[src/rtl/transpose_ctrl.sv]
// Tiled in-place-style matrix transpose controller: reads CHUNK_SIZE^2 tile into a buffer,
// writes it back transposed at the destination supplied by an external address calculator.
module transpose_ctrl #(
    parameter int DATA_WIDTH = 32,
    parameter int ARR_SIZE   = 8,
    parameter int ADDR_WIDTH = 8,
    parameter int CHUNK_SIZE = 2
) (
    input  logic                  clk,
    input  logic                  rst,
    input  logic                  start,
    input  logic [ADDR_WIDTH-1:0] base_addr,
    output logic                  busy,
    output logic                  done,
    output logic                  calc_ctrl,
    output logic [ADDR_WIDTH-1:0] calc_base_addr,
    output logic [ADDR_WIDTH-1:0] calc_chunk_addr,
    input  logic [ADDR_WIDTH-1:0] calc_store_addr,
    output logic                  mem_req,
    output logic                  mem_we,
    output logic [ADDR_WIDTH-1:0] mem_addr,
    output logic [DATA_WIDTH-1:0] mem_wdata,
    input  logic                  mem_gnt,
    input  logic [DATA_WIDTH-1:0] mem_rdata
);
    localparam int W  = DATA_WIDTH / 8;
    localparam int S  = ARR_SIZE * W;
    localparam int NT = ARR_SIZE / CHUNK_SIZE;
    localparam int EW = (CHUNK_SIZE > 1) ? $clog2(CHUNK_SIZE) : 1;
    localparam int TW = (NT > 1) ? $clog2(NT) : 1;

    localparam logic [ADDR_WIDTH-1:0] A_W  = ADDR_WIDTH'(W);
    localparam logic [ADDR_WIDTH-1:0] A_S  = ADDR_WIDTH'(S);
    localparam logic [ADDR_WIDTH-1:0] A_TR = ADDR_WIDTH'(CHUNK_SIZE * S);
    localparam logic [ADDR_WIDTH-1:0] A_TC = ADDR_WIDTH'(CHUNK_SIZE * W);
    localparam logic [EW-1:0]         ELAST = EW'(CHUNK_SIZE - 1);
    localparam logic [TW-1:0]         TLAST = TW'(NT - 1);

    typedef enum logic [2:0] {IDLE, CALC, CALC_WAIT, READ, WRITE, DONE} state_t;

    state_t                  state;
    logic [TW-1:0]           r, c;
    logic [EW-1:0]           i, j;
    logic [ADDR_WIDTH-1:0]   dst_addr;
    logic [DATA_WIDTH-1:0]   tbuf [CHUNK_SIZE][CHUNK_SIZE];

    logic [EW-1:0]           next_i, next_j;
    logic [TW-1:0]           next_r, next_c;
    logic                    last_elem, last_tile;

    always_comb begin
        last_elem = (i == ELAST) && (j == ELAST);
        last_tile = (r == TLAST) && (c == TLAST);
        next_j    = (j == ELAST) ? '0 : j + EW'(1);
        next_i    = (j == ELAST) ? i + EW'(1) : i;
        next_c    = (c == TLAST) ? '0 : c + TW'(1);
        next_r    = (c == TLAST) ? r + TW'(1) : r;
    end

    function automatic logic [ADDR_WIDTH-1:0] elem_addr(input logic [ADDR_WIDTH-1:0] b,
                                                        input logic [EW-1:0] ei,
                                                        input logic [EW-1:0] ej);
        return b + ADDR_WIDTH'(ei) * A_S + ADDR_WIDTH'(ej) * A_W;
    endfunction

    always_ff @(posedge clk) begin
        if (rst) begin
            state           <= IDLE;
            busy            <= 1'b0;
            done            <= 1'b0;
            calc_ctrl       <= 1'b0;
            calc_base_addr  <= '0;
            calc_chunk_addr <= '0;
            mem_req         <= 1'b0;
            mem_we          <= 1'b0;
            mem_addr        <= '0;
            mem_wdata       <= '0;
            dst_addr        <= '0;
            r <= '0; c <= '0; i <= '0; j <= '0;
            for (int a = 0; a < CHUNK_SIZE; a++)
                for (int b = 0; b < CHUNK_SIZE; b++)
                    tbuf[a][b] <= '0;
        end else begin
            done      <= 1'b0;
            calc_ctrl <= 1'b0;
            case (state)
                IDLE: if (start) begin
                    calc_base_addr  <= base_addr;
                    calc_chunk_addr <= base_addr;
                    calc_ctrl       <= 1'b1;
                    busy            <= 1'b1;
                    r <= '0; c <= '0;
                    state <= CALC;
                end
                CALC: state <= CALC_WAIT;
                CALC_WAIT: begin
                    dst_addr <= calc_store_addr;
                    mem_req  <= 1'b1;
                    mem_we   <= 1'b0;
                    mem_addr <= calc_chunk_addr;
                    i <= '0; j <= '0;
                    state <= READ;
                end
                READ: if (mem_gnt) begin
                    tbuf[i][j] <= mem_rdata;
                    i <= next_i; j <= next_j;
                    if (last_elem) begin
                        // Element (0,0) of the transposed tile is buffer[0][0], unless the tile is 1x1
                        // and that word is arriving right now.
                        mem_we    <= 1'b1;
                        mem_addr  <= dst_addr;
                        mem_wdata <= (CHUNK_SIZE == 1) ? mem_rdata : tbuf[0][0];
                        state     <= WRITE;
                    end else begin
                        mem_addr <= elem_addr(calc_chunk_addr, next_i, next_j);
                    end
                end
                WRITE: if (mem_gnt) begin
                    i <= next_i; j <= next_j;
                    if (last_elem) begin
                        mem_req <= 1'b0;
                        mem_we  <= 1'b0;
                        if (last_tile) begin
                            done  <= 1'b1;
                            state <= DONE;
                        end else begin
                            r <= next_r; c <= next_c;
                            calc_chunk_addr <= calc_base_addr + ADDR_WIDTH'(next_r) * A_TR
                                             + ADDR_WIDTH'(next_c) * A_TC;
                            calc_ctrl <= 1'b1;
                            state     <= CALC;
                        end
                    end else begin
                        mem_addr  <= elem_addr(dst_addr, next_i, next_j);
                        mem_wdata <= tbuf[next_j][next_i];
                    end
                end
                DONE: begin
                    busy  <= 1'b0;
                    state <= IDLE;
                end
                default: state <= IDLE;
            endcase
        end
    end
endmodule
[config.mk]
export PLATFORM = sky130hd
export DESIGN_NAME = transpose_ctrl
export DESIGN_NICKNAME = d
export VERILOG_FILES = /design/src/rtl/transpose_ctrl.sv
export SDC_FILE = /design/constraint.sdc
export NUM_CORES = 1
export LEC_CHECK = 0
export ABC_AREA = 1
export ABC_CLOCK_PERIOD_IN_PS = 6110
export BUFFER_PORTS_ARGS = -buffer_cell sky130_fd_sc_hd__buf_2
export CORE_MARGIN = 5
export CORE_UTILIZATION = 45
export DETAILED_ROUTE_END_ITERATION = 16
export SYNTH_ARGS = -nofsm -noshare
export SYNTH_HDL_FRONTEND = slang
export SYNTH_SLANG_ARGS = --single-unit
[constraint.sdc]
create_clock -name clk -period 6.11 [get_ports clk]
set_clock_uncertainty 0.05 [all_clocks]
set_input_delay 0.9165 -clock clk [delete_from_list [all_inputs] [get_ports clk]]
set_output_delay 0.9165 -clock clk [all_outputs]
set_load 0.005 [all_outputs]
==> results of run 1 <==
## logic make-up (layout without fill, tap and decap cells)
family,Yosys count,count (layout),synth area share
AND/OR/NAND/NOR,475,475,0.205
AO/OA/AOI/OAI,206,206,0.123
flip-flops,206,206,0.591
adder cells (fa/ha/maj),13,13,0.0186
XOR/XNOR,2,2,0.00192
buffers and inverters,137,251,0.0603
## how the worst min path moves through the flow
stage                                         startpoint                              to  depth (start not counted)  slack, ps
final                     calc_base_addr[0]$_SDFFE_PP0P_  calc_base_addr[0]$_SDFFE_PP0P_                          2        410
after global routing      calc_base_addr[2]$_SDFFE_PP0P_  calc_base_addr[2]$_SDFFE_PP0P_                          2        440
after CTS                 calc_base_addr[2]$_SDFFE_PP0P_  calc_base_addr[2]$_SDFFE_PP0P_                          2        420
after detailed placement  calc_base_addr[2]$_SDFFE_PP0P_  calc_base_addr[2]$_SDFFE_PP0P_                          2        410
after global placement    calc_base_addr[0]$_SDFFE_PP0P_  calc_base_addr[0]$_SDFFE_PP0P_                          2        400
after floorplan                        r[1]$_SDFFE_PP0P_               r[1]$_SDFFE_PP0P_                          2        390
## Yosys cell counts, drive strengths merged, types with 2 or more instances
library cell / n / area share
nor2: 242 / 0.10
nand2: 193 / 0.080
edfxtp: 128 / 0.42
o21ai: 102 / 0.056
inv: 81 / 0.033
dfxtp: 78 / 0.17
a21oi: 64 / 0.035
clkbuf: 33 / 0.014
o21a: 32 / 0.026
nand3: 31 / 0.018
buf: 22 / 0.013
ha: 12 / 0.016
nand4: 4 / 0.0027
a31oi: 3 / 0.0021
nor3: 2 / 0.0011
o21bai: 2 / 0.0016
or2: 2 / 0.0014
xor2: 2 / 0.0019
## state kept, by name (all words and copies together), names as in the netlist, 2 cells and up
| signal | count |
|---|---|
| state | 3 |
| mem_wdata | 32 |
| c | 2 |
| dst_addr | 8 |
| mem_addr | 8 |
| tbuf | 128 |
| calc_chunk_addr | 8 |
| calc_base_addr | 8 |
| r | 2 |
## metrics by stage
stage / instances / total power, mW / utilization / instance area (µm²) / hold slack (ps)
CTS: 1423 / 3.84 / 0.530 / 10700 / 417
global route: 1423 / 4.02 / 0.530 / 10700 / 445
global placement: 1382 / 2.50 / 0.494 / 9940 / 402
detailed placement: 1382 / 2.52 / 0.494 / 9940 / 408
floorplan: 1039 / 2.25 / - / 9150 / 391
finish: 1423 / 3.81 / 0.530 / 10700 / 412
## area by class of cell
class | instances | area [µm²]
clock buffer | 27 | 601
sequential | 206 | 5410
multi-input combinational | 696 | 3210
timing repair buffer | 128 | 681
tap | 270 | 338
inverter | 82 | 308
clock inverter | 14 | 115
fill | 1911 | 9450
## worst max-delay path, cell delays in order
cell	delay (ps)
buf_2	270
nor2_1	90
inv_1	80
nor2_1	70
inv_2	520
nor2_2	120
nand2_1	100
buf_4	340
nand2_1	500
buf_4	390
## routing by layer
layer	vias up	part of all wire
met5	-	0
met4	0	0.012
li1	3609	-
met3	23	0.055
met2	169	0.47
met1	3346	0.46
## power groups by stage
stage | sequential [mW] | combinational (mW) | clock [mW]
2_1_floorplan | 1.75 | 0.497 | 0
4_1_cts | 1.74 | 0.751 | 1.35
5_1_grt | 1.76 | 0.849 | 1.41
3_3_place_gp | 1.77 | 0.738 | 0
3_5_place_dp | 1.77 | 0.748 | 0
6_report | 1.74 | 0.743 | 1.32
==> impl_metrics.xml, run 1 <==
<?xml version="1.0" encoding="UTF-8"?>
<metrics>
  <group name="placed_design">
    <metric name="buffer_ports.inserted" unit="">112</metric>
    <metric name="estimated_wirelength_of_the_detail_placed_design" unit="µm">14000</metric>
    <metric name="place.gp.congestion" unit="">0.833</metric>
    <metric name="detailedPlace.worstSlack" unit="ps">2290</metric>
  </group>
  <group name="floorplan">
    <metric name="die-width" unit="µm">153</metric>
    <metric name="die_h" unit="µm">153</metric>
    <metric name="start_util" unit="">0.455</metric>
    <metric name="core_area" unit="µm²">20100</metric>
    <metric name="placement_rows" unit="">52</metric>
    <metric name="fp.dieArea" unit="µm²">23300</metric>
    <metric name="io-pin-count" unit="">113</metric>
  </group>
  <group name="sta">
    <metric name="grt_setup_unrepaired" unit="">false</metric>
    <metric name="timing_max_transition_violations_final" unit="">0</metric>
    <metric name="timing.final.hold_violations" unit="">0</metric>
    <metric name="final_critical_path_setup_slack" unit="ps">2870</metric>
    <metric name="slew_headroom" unit="">0.288</metric>
    <metric name="totalNegativeSetupSlack" unit="ps">0</metric>
    <metric name="fin_crit_sh" unit="">0.530</metric>
    <metric name="fin_crit" unit="ps">3240</metric>
    <metric name="worst-slew-pin-transition" unit="ps">1070</metric>
    <metric name="achievable-frequency" unit="GHz">0.309</metric>
    <metric name="setup_viol_count_final" unit="">0</metric>
  </group>
  <group name="grt">
    <metric name="grt_util_all_layers" unit="">0.187</metric>
    <metric name="gr-max-usage-layer" unit="">met2</metric>
    <metric name="grt_use_met3" unit="">0.0332</metric>
    <metric name="first_global_vias" unit="">6878</metric>
    <metric name="grt_first_pass_wirelength" unit="µm">36200</metric>
    <metric name="use_met2" unit="">0.320</metric>
    <metric name="grt_max_degree" unit="">50</metric>
    <metric name="grt_met1_usage" unit="">0.256</metric>
    <metric name="global_route_congestion_overflow_total" unit="">0</metric>
    <metric name="grt_antenna_before_repair" unit="">0</metric>
  </group>
  <group name="power_and_ir_drop">
    <metric name="vdd_drop_max" unit="V">0.000207</metric>
    <metric name="cellLeakagePower" unit="nW">4.72</metric>
    <metric name="comb_power_share" unit="">0.195</metric>
    <metric name="power.internal" unit="mW">2.67</metric>
    <metric name="switching_share" unit="">0.299</metric>
    <metric name="power.switching" unit="mW">1.14</metric>
    <metric name="power_density" unit="nW/µm²">357</metric>
    <metric name="seq_power_share" unit="">0.457</metric>
    <metric name="power.share.clock" unit="">0.348</metric>
  </group>
  <group name="logic_synthesis">
    <metric name="yosysSeqAreaShare" unit="">0.591</metric>
    <metric name="ys_warn_count" unit="">0</metric>
    <metric name="synth_enable_flop_cells" unit="">128</metric>
    <metric name="synth_ff_type" unit="">edfxtp_1</metric>
    <metric name="postSynthCellCount" unit="">1039</metric>
    <metric name="synth_area_per_cell" unit="µm²">8.80</metric>
    <metric name="mappedNetlistNets" unit="">1104</metric>
    <metric name="count_of_state_elements_after_synthesis" unit="">206</metric>
    <metric name="asyncSetResetFlopFracSynth" unit="">0</metric>
    <metric name="syn_area" unit="µm²">9150</metric>
    <metric name="yosys.cell_types.count" unit="">32</metric>
  </group>
  <group name="clock_network">
    <metric name="clock_tree.htree_level_count" unit="">1</metric>
    <metric name="clockBufferDepth" unit="">3</metric>
    <metric name="clock-sinks" unit="">206</metric>
    <metric name="ctsResizeCount" unit="">0</metric>
    <metric name="tritoncts.num_buffers" unit="">23</metric>
    <metric name="insertion_delay" unit="ps">500</metric>
    <metric name="post_cts.repair.setup_buffers" unit="">0</metric>
    <metric name="post_cts_hold_buffer_count" unit="">0</metric>
    <metric name="tritoncts_clock_tree" unit="">done</metric>
    <metric name="clkSlewWorstSetupHoldPaths" unit="ps">60</metric>
    <metric name="clk_root_buffer_cell" unit="">clkbuf_16</metric>
  </group>
  <group name="worst_setup_path">
    <metric name="reg2reg_depth" unit="">9</metric>
    <metric name="critical_path_class" unit="">in -&gt; reg</metric>
    <metric name="crit_fanout" unit="">34</metric>
    <metric name="cp-start-kind" unit="">input port</metric>
    <metric name="critPathRequiredTime" unit="ps">6290</metric>
    <metric name="cp-endpoint" unit="">tbuf[0][20]$_SDFFCE_PN0P_</metric>
    <metric name="worstReg2RegEnd" unit="">tbuf[0][20]$_SDFFCE_PN0P_</metric>
    <metric name="cp-end-kind" unit="">flop</metric>
    <metric name="critical_path.reg2reg.startpoint" unit="">state[2]$_SDFFE_PP0P_</metric>
    <metric name="rrSetupSlack" unit="ps">3000</metric>
    <metric name="setup.worst_path.start" unit="">rst</metric>
    <metric name="cp.arrival" unit="ps">3420</metric>
  </group>
  <group name="flow_run">
    <metric name="max-cap-violations" unit="">0</metric>
  </group>
  <group name="route">
    <metric name="detail_route.vias_per_cell" unit="">5.02</metric>
    <metric name="vias" unit="">7147</metric>
    <metric name="wirelength" unit="µm">22200</metric>
    <metric name="wire_per_inst" unit="µm">15.6</metric>
    <metric name="drt_first_pass_iters" unit="">5</metric>
    <metric name="initialDrtViolationCount" unit="">434</metric>
    <metric name="postRouteAntennaNets" unit="">0</metric>
    <metric name="drt_drc_violations_left" unit="">0</metric>
  </group>
  <group name="final_layout">
    <metric name="area.growth.synth_to_final" unit="%">16.5</metric>
    <metric name="final_layout_size_suffix_gt1_frac" unit="">0.157</metric>
    <metric name="numnets_final" unit="">1202</metric>
    <metric name="num_antenna_cells" unit="">0</metric>
    <metric name="final_common_cell" unit="">nor2_1</metric>
    <metric name="final_cell_mix" unit="">238 x nor2_1, 190 x nand2_1, 128 x edfxtp_1</metric>
  </group>
  <group name="run_status">
    <metric name="outcome" unit="">complete, no violations</metric>
  </group>
  <group name="worst_hold_path">
    <metric name="hp-class" unit="">reg -&gt; reg</metric>
  </group>
</metrics>
No activity file was read; power rests on OpenSTA's default activity.
==> run 2, diff against run 1 <==
ABC_CLOCK_PERIOD_IN_PS = 3200   (was 6110)
clock period = 3.2 ns   (was 6.11 ns; I/O delays follow)
==> run 2 against run 1 <==
Hold slack worse by 240 ps. Wire length down 0.12%. Combinational power up 97%. Non-clock buffer count up 9. Design area up 0.79%. Total power up 90%. Count of clock-buffer cells in the layout up 1. Die area unchanged. Core utilization up 0.42 points. Critical path depth down 1. Flip-flop and latch count unchanged. Critical endpoint is now mem_wdata[16]$_SDFFE_PP0P_. Sequential power up 91%.
==> impl_metrics.xml, run 2 (synthesis results as in run 1) <==
<?xml version="1.0" encoding="UTF-8"?>
<metrics>
  <group name="final_layout">
    <metric name="numnets_final" unit="">1211</metric>
    <metric name="final_layout_size_suffix_gt1_frac" unit="">0.168</metric>
    <metric name="top_regs" unit="">tbuf: 128 flops, mem_wdata: 32 flops</metric>
    <metric name="final_design_area_no_fill" unit="µm²">10700</metric>
    <metric name="num_antenna_cells" unit="">0</metric>
    <metric name="final_common_cell" unit="">nor2_1</metric>
    <metric name="largest_reg_flops" unit="">128</metric>
    <metric name="final_cell_mix" unit="">238 x nor2_1, 190 x nand2_1, 128 x edfxtp_1</metric>
    <metric name="area.growth.synth_to_final" unit="%">17.4</metric>
    <metric name="largest-register" unit="">tbuf</metric>
    <metric name="post-route-util" unit="">0.534</metric>
  </group>
  <group name="floorplan">
    <metric name="die_h" unit="µm">153</metric>
    <metric name="start_util" unit="">0.455</metric>
    <metric name="fp.dieArea" unit="µm²">23300</metric>
    <metric name="placement_rows" unit="">52</metric>
    <metric name="io-pin-count" unit="">113</metric>
    <metric name="die-width" unit="µm">153</metric>
    <metric name="core_area" unit="µm²">20100</metric>
  </group>
  <group name="run_status">
    <metric name="outcome" unit="">complete, no violations</metric>
  </group>
  <group name="clock_network">
    <metric name="clkSlewWorstSetupHoldPaths" unit="ps">60</metric>
    <metric name="insertion_delay" unit="ps">520</metric>
    <metric name="clock_tree.htree_level_count" unit="">1</metric>
    <metric name="clockBufferDepth" unit="">3</metric>
    <metric name="clk_root_buffer_cell" unit="">clkbuf_16</metric>
    <metric name="post_cts_hold_buffer_count" unit="">0</metric>
    <metric name="tritoncts_clock_tree" unit="">done</metric>
    <metric name="clock-sinks" unit="">206</metric>
    <metric name="tritoncts.num_buffers" unit="">23</metric>
    <metric name="post_cts.repair.setup_buffers" unit="">0</metric>
    <metric name="ctsResizeCount" unit="">0</metric>
  </group>
  <group name="worst_setup_path">
    <metric name="cp.arrival" unit="ps">2660</metric>
    <metric name="cp-start-kind" unit="">flop</metric>
    <metric name="critPathRequiredTime" unit="ps">3550</metric>
    <metric name="crit_fanout" unit="">27</metric>
    <metric name="cp-end-kind" unit="">flop</metric>
    <metric name="critical_path_class" unit="">reg -&gt; reg</metric>
  </group>
  <group name="placed_design">
    <metric name="placement.cell_area" unit="µm²">10000</metric>
    <metric name="buffer_ports.inserted" unit="">112</metric>
    <metric name="place.gp.congestion" unit="">0.843</metric>
    <metric name="estimated_wirelength_of_the_detail_placed_design" unit="µm">14300</metric>
  </group>
  <group name="power_and_ir_drop">
    <metric name="power_density" unit="nW/µm²">673</metric>
    <metric name="fin_total_pwr" unit="mW">7.23</metric>
    <metric name="cellLeakagePower" unit="nW">4.76</metric>
    <metric name="seq_power_share" unit="">0.459</metric>
    <metric name="power.share.clock" unit="">0.339</metric>
    <metric name="vdd_drop_max" unit="V">0.000352</metric>
    <metric name="comb_power_share" unit="">0.202</metric>
    <metric name="switching_share" unit="">0.305</metric>
    <metric name="power.internal" unit="mW">5.02</metric>
    <metric name="power.switching" unit="mW">2.20</metric>
  </group>
  <group name="sta">
    <metric name="setup_viol_count_final" unit="">0</metric>
    <metric name="timing_max_transition_violations_final" unit="">0</metric>
    <metric name="timing.final.hold_violations" unit="">0</metric>
    <metric name="worst-slew-pin-transition" unit="ps">822</metric>
    <metric name="slew_headroom" unit="">0.451</metric>
    <metric name="achievable-frequency" unit="GHz">0.433</metric>
    <metric name="grt_setup_unrepaired" unit="">false</metric>
    <metric name="totalNegativeSetupSlack" unit="ps">0</metric>
    <metric name="fin_crit" unit="ps">2310</metric>
    <metric name="fin_crit_sh" unit="">0.722</metric>
  </group>
  <group name="worst_hold_path">
    <metric name="hp-class" unit="">in -&gt; reg</metric>
  </group>
  <group name="grt">
    <metric name="grt_max_degree" unit="">49</metric>
    <metric name="grt_antenna_before_repair" unit="">0</metric>
    <metric name="global_route_congestion_overflow_total" unit="">0</metric>
    <metric name="grt_util_all_layers" unit="">0.189</metric>
    <metric name="first_global_vias" unit="">7138</metric>
    <metric name="grt_first_pass_wirelength" unit="µm">36700</metric>
  </group>
  <group name="route">
    <metric name="postRouteAntennaNets" unit="">0</metric>
    <metric name="wire_per_inst" unit="µm">15.5</metric>
    <metric name="drt_drc_violations_left" unit="">0</metric>
    <metric name="initialDrtViolationCount" unit="">378</metric>
    <metric name="vias" unit="">7170</metric>
    <metric name="detail_route.vias_per_cell" unit="">5.00</metric>
    <metric name="wirelength" unit="µm">22200</metric>
    <metric name="drt_first_pass_iters" unit="">7</metric>
  </group>
  <group name="flow_run">
    <metric name="max-cap-violations" unit="">0</metric>
  </group>
</metrics>
## run 2: changes by cell type in the layout (fill, tap and decap cells not counted), moves of 2 or more
| cell | change |
|---|---|
| buf_4 | +7 |
| clkinv_1 | -3 |
| buf_12 | +2 |
| bufinv_16 | -2 |
| clkbuf_8 | +2 |
| clkinv_4 | +2 |
## run 2: critical path: stages, from the launching register on
cell	delay, ps
dfxtp_1	410
ha_1	430
nand2_2	110
nand2_2	140
inv_2	60
nor2_4	460
buf_12	250
nand2_1	60
nor2_1	150
nor2_1	60
## run 2: layout make-up
cell class	instances	area (µm²)
Tap cell	270	338
Clock inverter	14	82.6
Multi-Input combinational cell	696	3210
Sequential cell	206	5410
Timing Repair Buffer	137	773
Fill cell	1908	9370
Clock buffer	28	624
Inverter	82	308
## run 2: path summary, 6_finish.rpt
check                                      start                             end  slack (ps)  cells after the start
hold reg to reg   calc_base_addr[6]$_SDFFE_PP0P_  calc_base_addr[6]$_SDFFE_PP0P_         410                      2
hold / removal                calc_store_addr[5]        dst_addr[5]$_SDFFE_PP0P_         170                      3
setup reg to reg                  i$_SDFFE_PP0P_      mem_wdata[16]$_SDFFE_PP0P_         890                      9
setup / recovery                  i$_SDFFE_PP0P_      mem_wdata[16]$_SDFFE_PP0P_         890                      9
## run 2: per-layer routing
layer	share of wire	GRT usage	routed length, µm	up-vias
li1	-	-	-	3633
met1	0.46	0.260	10200	3308
met2	0.47	0.316	10300	197
met3	0.054	0.0315	1200	32
met4	0.018	0.0467	408	0
met5	0	0	0	-
## run 2: per-stage QoR
step	worst slack, ps	cells	hold slack, ps
6_report	891	1433	173
5_1_grt	706	1433	184
4_1_cts	908	1433	158
3_5_place_dp	794	1391	408
3_3_place_gp	821	1391	404
2_1_floorplan	457	1039	391
## run 2: power groups by stage
stage / registers, mW / logic [mW] / clock network (mW)
after floorplan: 3.35 / 0.950 / 0
after global placement: 3.37 / 1.46 / 0
after detailed placement: 3.37 / 1.47 / 0
after CTS: 3.32 / 1.48 / 2.50
after global routing: 3.36 / 1.67 / 2.62
final: 3.32 / 1.46 / 2.45
==> run 3, diff against run 2 <==
ABC_CLOCK_PERIOD_IN_PS = 2100   (was 3200)
PLACE_DENSITY = 0.67   (was default)
clock period = 2.1 ns   (was 3.2 ns; I/O delays follow)
==> run 3 against run 2 <==
Non-clock buffer count grew 11. Critical path depth shrank 1. Sequential power grew 53%. Critical path type unchanged. Global-route usage shrank 0.23 points. Cell count grew 0.63%. Wire length is essentially flat.
==> impl_metrics.xml, run 3 (synthesis results as in run 1) <==
<?xml version="1.0" encoding="UTF-8"?>
<metrics>
  <group name="route">
    <metric name="drt_drc_violations_left" unit="">0</metric>
    <metric name="vias" unit="">7223</metric>
    <metric name="initialDrtViolationCount" unit="">507</metric>
    <metric name="wire_per_inst" unit="µm">15.4</metric>
    <metric name="postRouteAntennaNets" unit="">0</metric>
    <metric name="drt_first_pass_iters" unit="">6</metric>
    <metric name="wirelength" unit="µm">22200</metric>
    <metric name="detail_route.vias_per_cell" unit="">5.01</metric>
  </group>
  <group name="worst_setup_path">
    <metric name="cp-end-kind" unit="">flop</metric>
    <metric name="crit_fanout" unit="">35</metric>
    <metric name="cp.arrival" unit="ps">2280</metric>
    <metric name="critical_path_class" unit="">reg -&gt; reg</metric>
    <metric name="cp_cell_sequence" unit="">ha_1 -&gt; buf_12 -&gt; nor2_2 -&gt; buf_12 -&gt; nand2_1 -&gt; a21oi_1 -&gt; nor2_1 -&gt; nor2_1</metric>
    <metric name="critPathRequiredTime" unit="ps">2500</metric>
    <metric name="timing.critical_path.buf_inv" unit="">2</metric>
    <metric name="max_stage_delay" unit="ps">400</metric>
    <metric name="rrSetupSlack" unit="ps">210</metric>
    <metric name="timing.critical_path.max_delay_family" unit="">simple AND/OR/NAND/NOR gates</metric>
    <metric name="critical-path-slowest-cell" unit="">ha_1</metric>
    <metric name="cp-start-kind" unit="">flop</metric>
  </group>
  <group name="floorplan">
    <metric name="fp.dieArea" unit="µm²">23300</metric>
    <metric name="start_util" unit="">0.455</metric>
    <metric name="io-pin-count" unit="">113</metric>
    <metric name="die_h" unit="µm">153</metric>
    <metric name="core_area" unit="µm²">20100</metric>
    <metric name="placement_rows" unit="">52</metric>
    <metric name="die-width" unit="µm">153</metric>
  </group>
  <group name="sta">
    <metric name="setup_viol_count_final" unit="">0</metric>
    <metric name="fin_crit_sh" unit="">0.899</metric>
    <metric name="timing.final.hold_violations" unit="">0</metric>
    <metric name="totalNegativeSetupSlack" unit="ps">0</metric>
    <metric name="achievable-frequency" unit="GHz">0.530</metric>
    <metric name="worst-slew-pin-transition" unit="ps">426</metric>
    <metric name="slew_headroom" unit="">0.716</metric>
    <metric name="timing_max_transition_violations_final" unit="">0</metric>
    <metric name="fin_crit" unit="ps">1890</metric>
    <metric name="grt_setup_unrepaired" unit="">false</metric>
    <metric name="hold_slack" unit="ps">44.0</metric>
  </group>
  <group name="final_layout">
    <metric name="top_regs" unit="">tbuf: 128 flops, mem_wdata: 32 flops</metric>
    <metric name="numnets_final" unit="">1221</metric>
    <metric name="num_antenna_cells" unit="">0</metric>
    <metric name="area.growth.synth_to_final" unit="%">19.5</metric>
    <metric name="largest_reg_flops" unit="">128</metric>
    <metric name="final_common_cell" unit="">nor2_1</metric>
    <metric name="final_cell_mix" unit="">236 x nor2_1, 187 x nand2_1, 128 x edfxtp_1</metric>
    <metric name="final_layout_size_suffix_gt1_frac" unit="">0.180</metric>
    <metric name="largest-register" unit="">tbuf</metric>
    <metric name="num-fill-cells" unit="">1844</metric>
    <metric name="final-instance-count-excl-fill" unit="">1442</metric>
  </group>
  <group name="placed_design">
    <metric name="estimated_wirelength_of_the_detail_placed_design" unit="µm">14300</metric>
    <metric name="place.gp.congestion" unit="">0.859</metric>
    <metric name="numPlacedInstances" unit="">1402</metric>
    <metric name="buffer_ports.inserted" unit="">112</metric>
  </group>
  <group name="grt">
    <metric name="grt_max_degree" unit="">66</metric>
    <metric name="grt_antenna_before_repair" unit="">0</metric>
    <metric name="grt_util_all_layers" unit="">0.187</metric>
    <metric name="grt_use_met3" unit="">0.0315</metric>
    <metric name="gr-max-usage-layer" unit="">met2</metric>
    <metric name="grt_met1_usage" unit="">0.251</metric>
    <metric name="use_met2" unit="">0.317</metric>
    <metric name="grt_first_pass_wirelength" unit="µm">36200</metric>
    <metric name="first_global_vias" unit="">7092</metric>
    <metric name="global_route_congestion_overflow_total" unit="">0</metric>
  </group>
  <group name="clock_network">
    <metric name="clockBufferDepth" unit="">3</metric>
    <metric name="clock_tree.htree_level_count" unit="">1</metric>
    <metric name="tritoncts.num_buffers" unit="">22</metric>
    <metric name="clock-sinks" unit="">206</metric>
    <metric name="post_cts_hold_buffer_count" unit="">0</metric>
    <metric name="post_cts.repair.setup_buffers" unit="">0</metric>
    <metric name="clkSlewWorstSetupHoldPaths" unit="ps">60</metric>
    <metric name="insertion_delay" unit="ps">510</metric>
    <metric name="clk_root_buffer_cell" unit="">clkbuf_16</metric>
    <metric name="tritoncts_clock_tree" unit="">done</metric>
  </group>
  <group name="flow_run">
    <metric name="max-cap-violations" unit="">0</metric>
  </group>
  <group name="power_and_ir_drop">
    <metric name="cellLeakagePower" unit="nW">4.84</metric>
    <metric name="power_density" unit="nW/µm²">1010</metric>
    <metric name="vdd_drop_max" unit="V">0.000504</metric>
  </group>
  <group name="worst_hold_path">
    <metric name="hp-class" unit="">in -&gt; reg</metric>
  </group>
  <group name="run_status">
    <metric name="outcome" unit="">complete, no violations</metric>
  </group>
</metrics>
## run 3: worst reg2reg max path, delay by kind of cell, from the launching register on
kind / cells / cell delay [ps]
and+or+nand+nor: 4 / 440
DFF: 1 / 360
buffers and inverters: 2 / 410
AOI/OAI and AO/OA: 1 / 170
adders and majority gates: 1 / 410
## run 3: timing repair
item,4_1_cts,5_1_grt
setup endpoints to repair,0,3
endpoints found under the hold margin,0,0
gates resized for setup,0,4
## run 3: through the flow
step | setup WS (ps) | utilization | power (mW) | instance area, µm²
after floorplan | 6.41 | - | 6.57 | 9190
after global placement | 128 | 0.509 | 7.46 | 10200
after detailed placement | 91.9 | 0.509 | 7.52 | 10200
after CTS | 75.2 | 0.543 | 11.2 | 10900
after global routing | 54.3 | 0.543 | 11.7 | 10900
final | 213 | 0.543 | 11.1 | 10900
## run 3: layout make-up
class                      count  area [µm²]  share of cell area
multi-input combinational    696        3240               0.297
tap                          270         338              0.0309
clock inverter                 8        47.5             0.00435
timing repair buffer         148         943              0.0863
inverter                      82         309              0.0283
sequential                   206        5410               0.495
clock buffer                  32         638              0.0584
## run 3: per-layer routing
metal,share of wire,vias to the layer above,wire (µm)
met2,0.48,210,10700
met1,0.43,3338,9620
met4,0.024,0,525
li1,-,3645,-
met5,0,-,0
met3,0.061,30,1360
## run 3: path summary, 6_finish.rpt
kind | from | end | cells past startpoint
setup / recovery | i$_SDFFE_PP0P_ | mem_wdata[31]$_SDFFE_PP0P_ | 8
setup reg to reg | i$_SDFFE_PP0P_ | mem_wdata[31]$_SDFFE_PP0P_ | 8
hold reg to reg | calc_base_addr[0]$_SDFFE_PP0P_ | calc_base_addr[0]$_SDFFE_PP0P_ | 2
hold / removal | calc_store_addr[2] | dst_addr[2]$_SDFFE_PP0P_ | 3
## run 3: report_power, final
group / internal (mW) / switching, mW / total [mW]
combinational: 0.877 / 1.48 / 2.36
clock: 2.11 / 1.54 / 3.65
sequential: 4.77 / 0.306 / 5.07
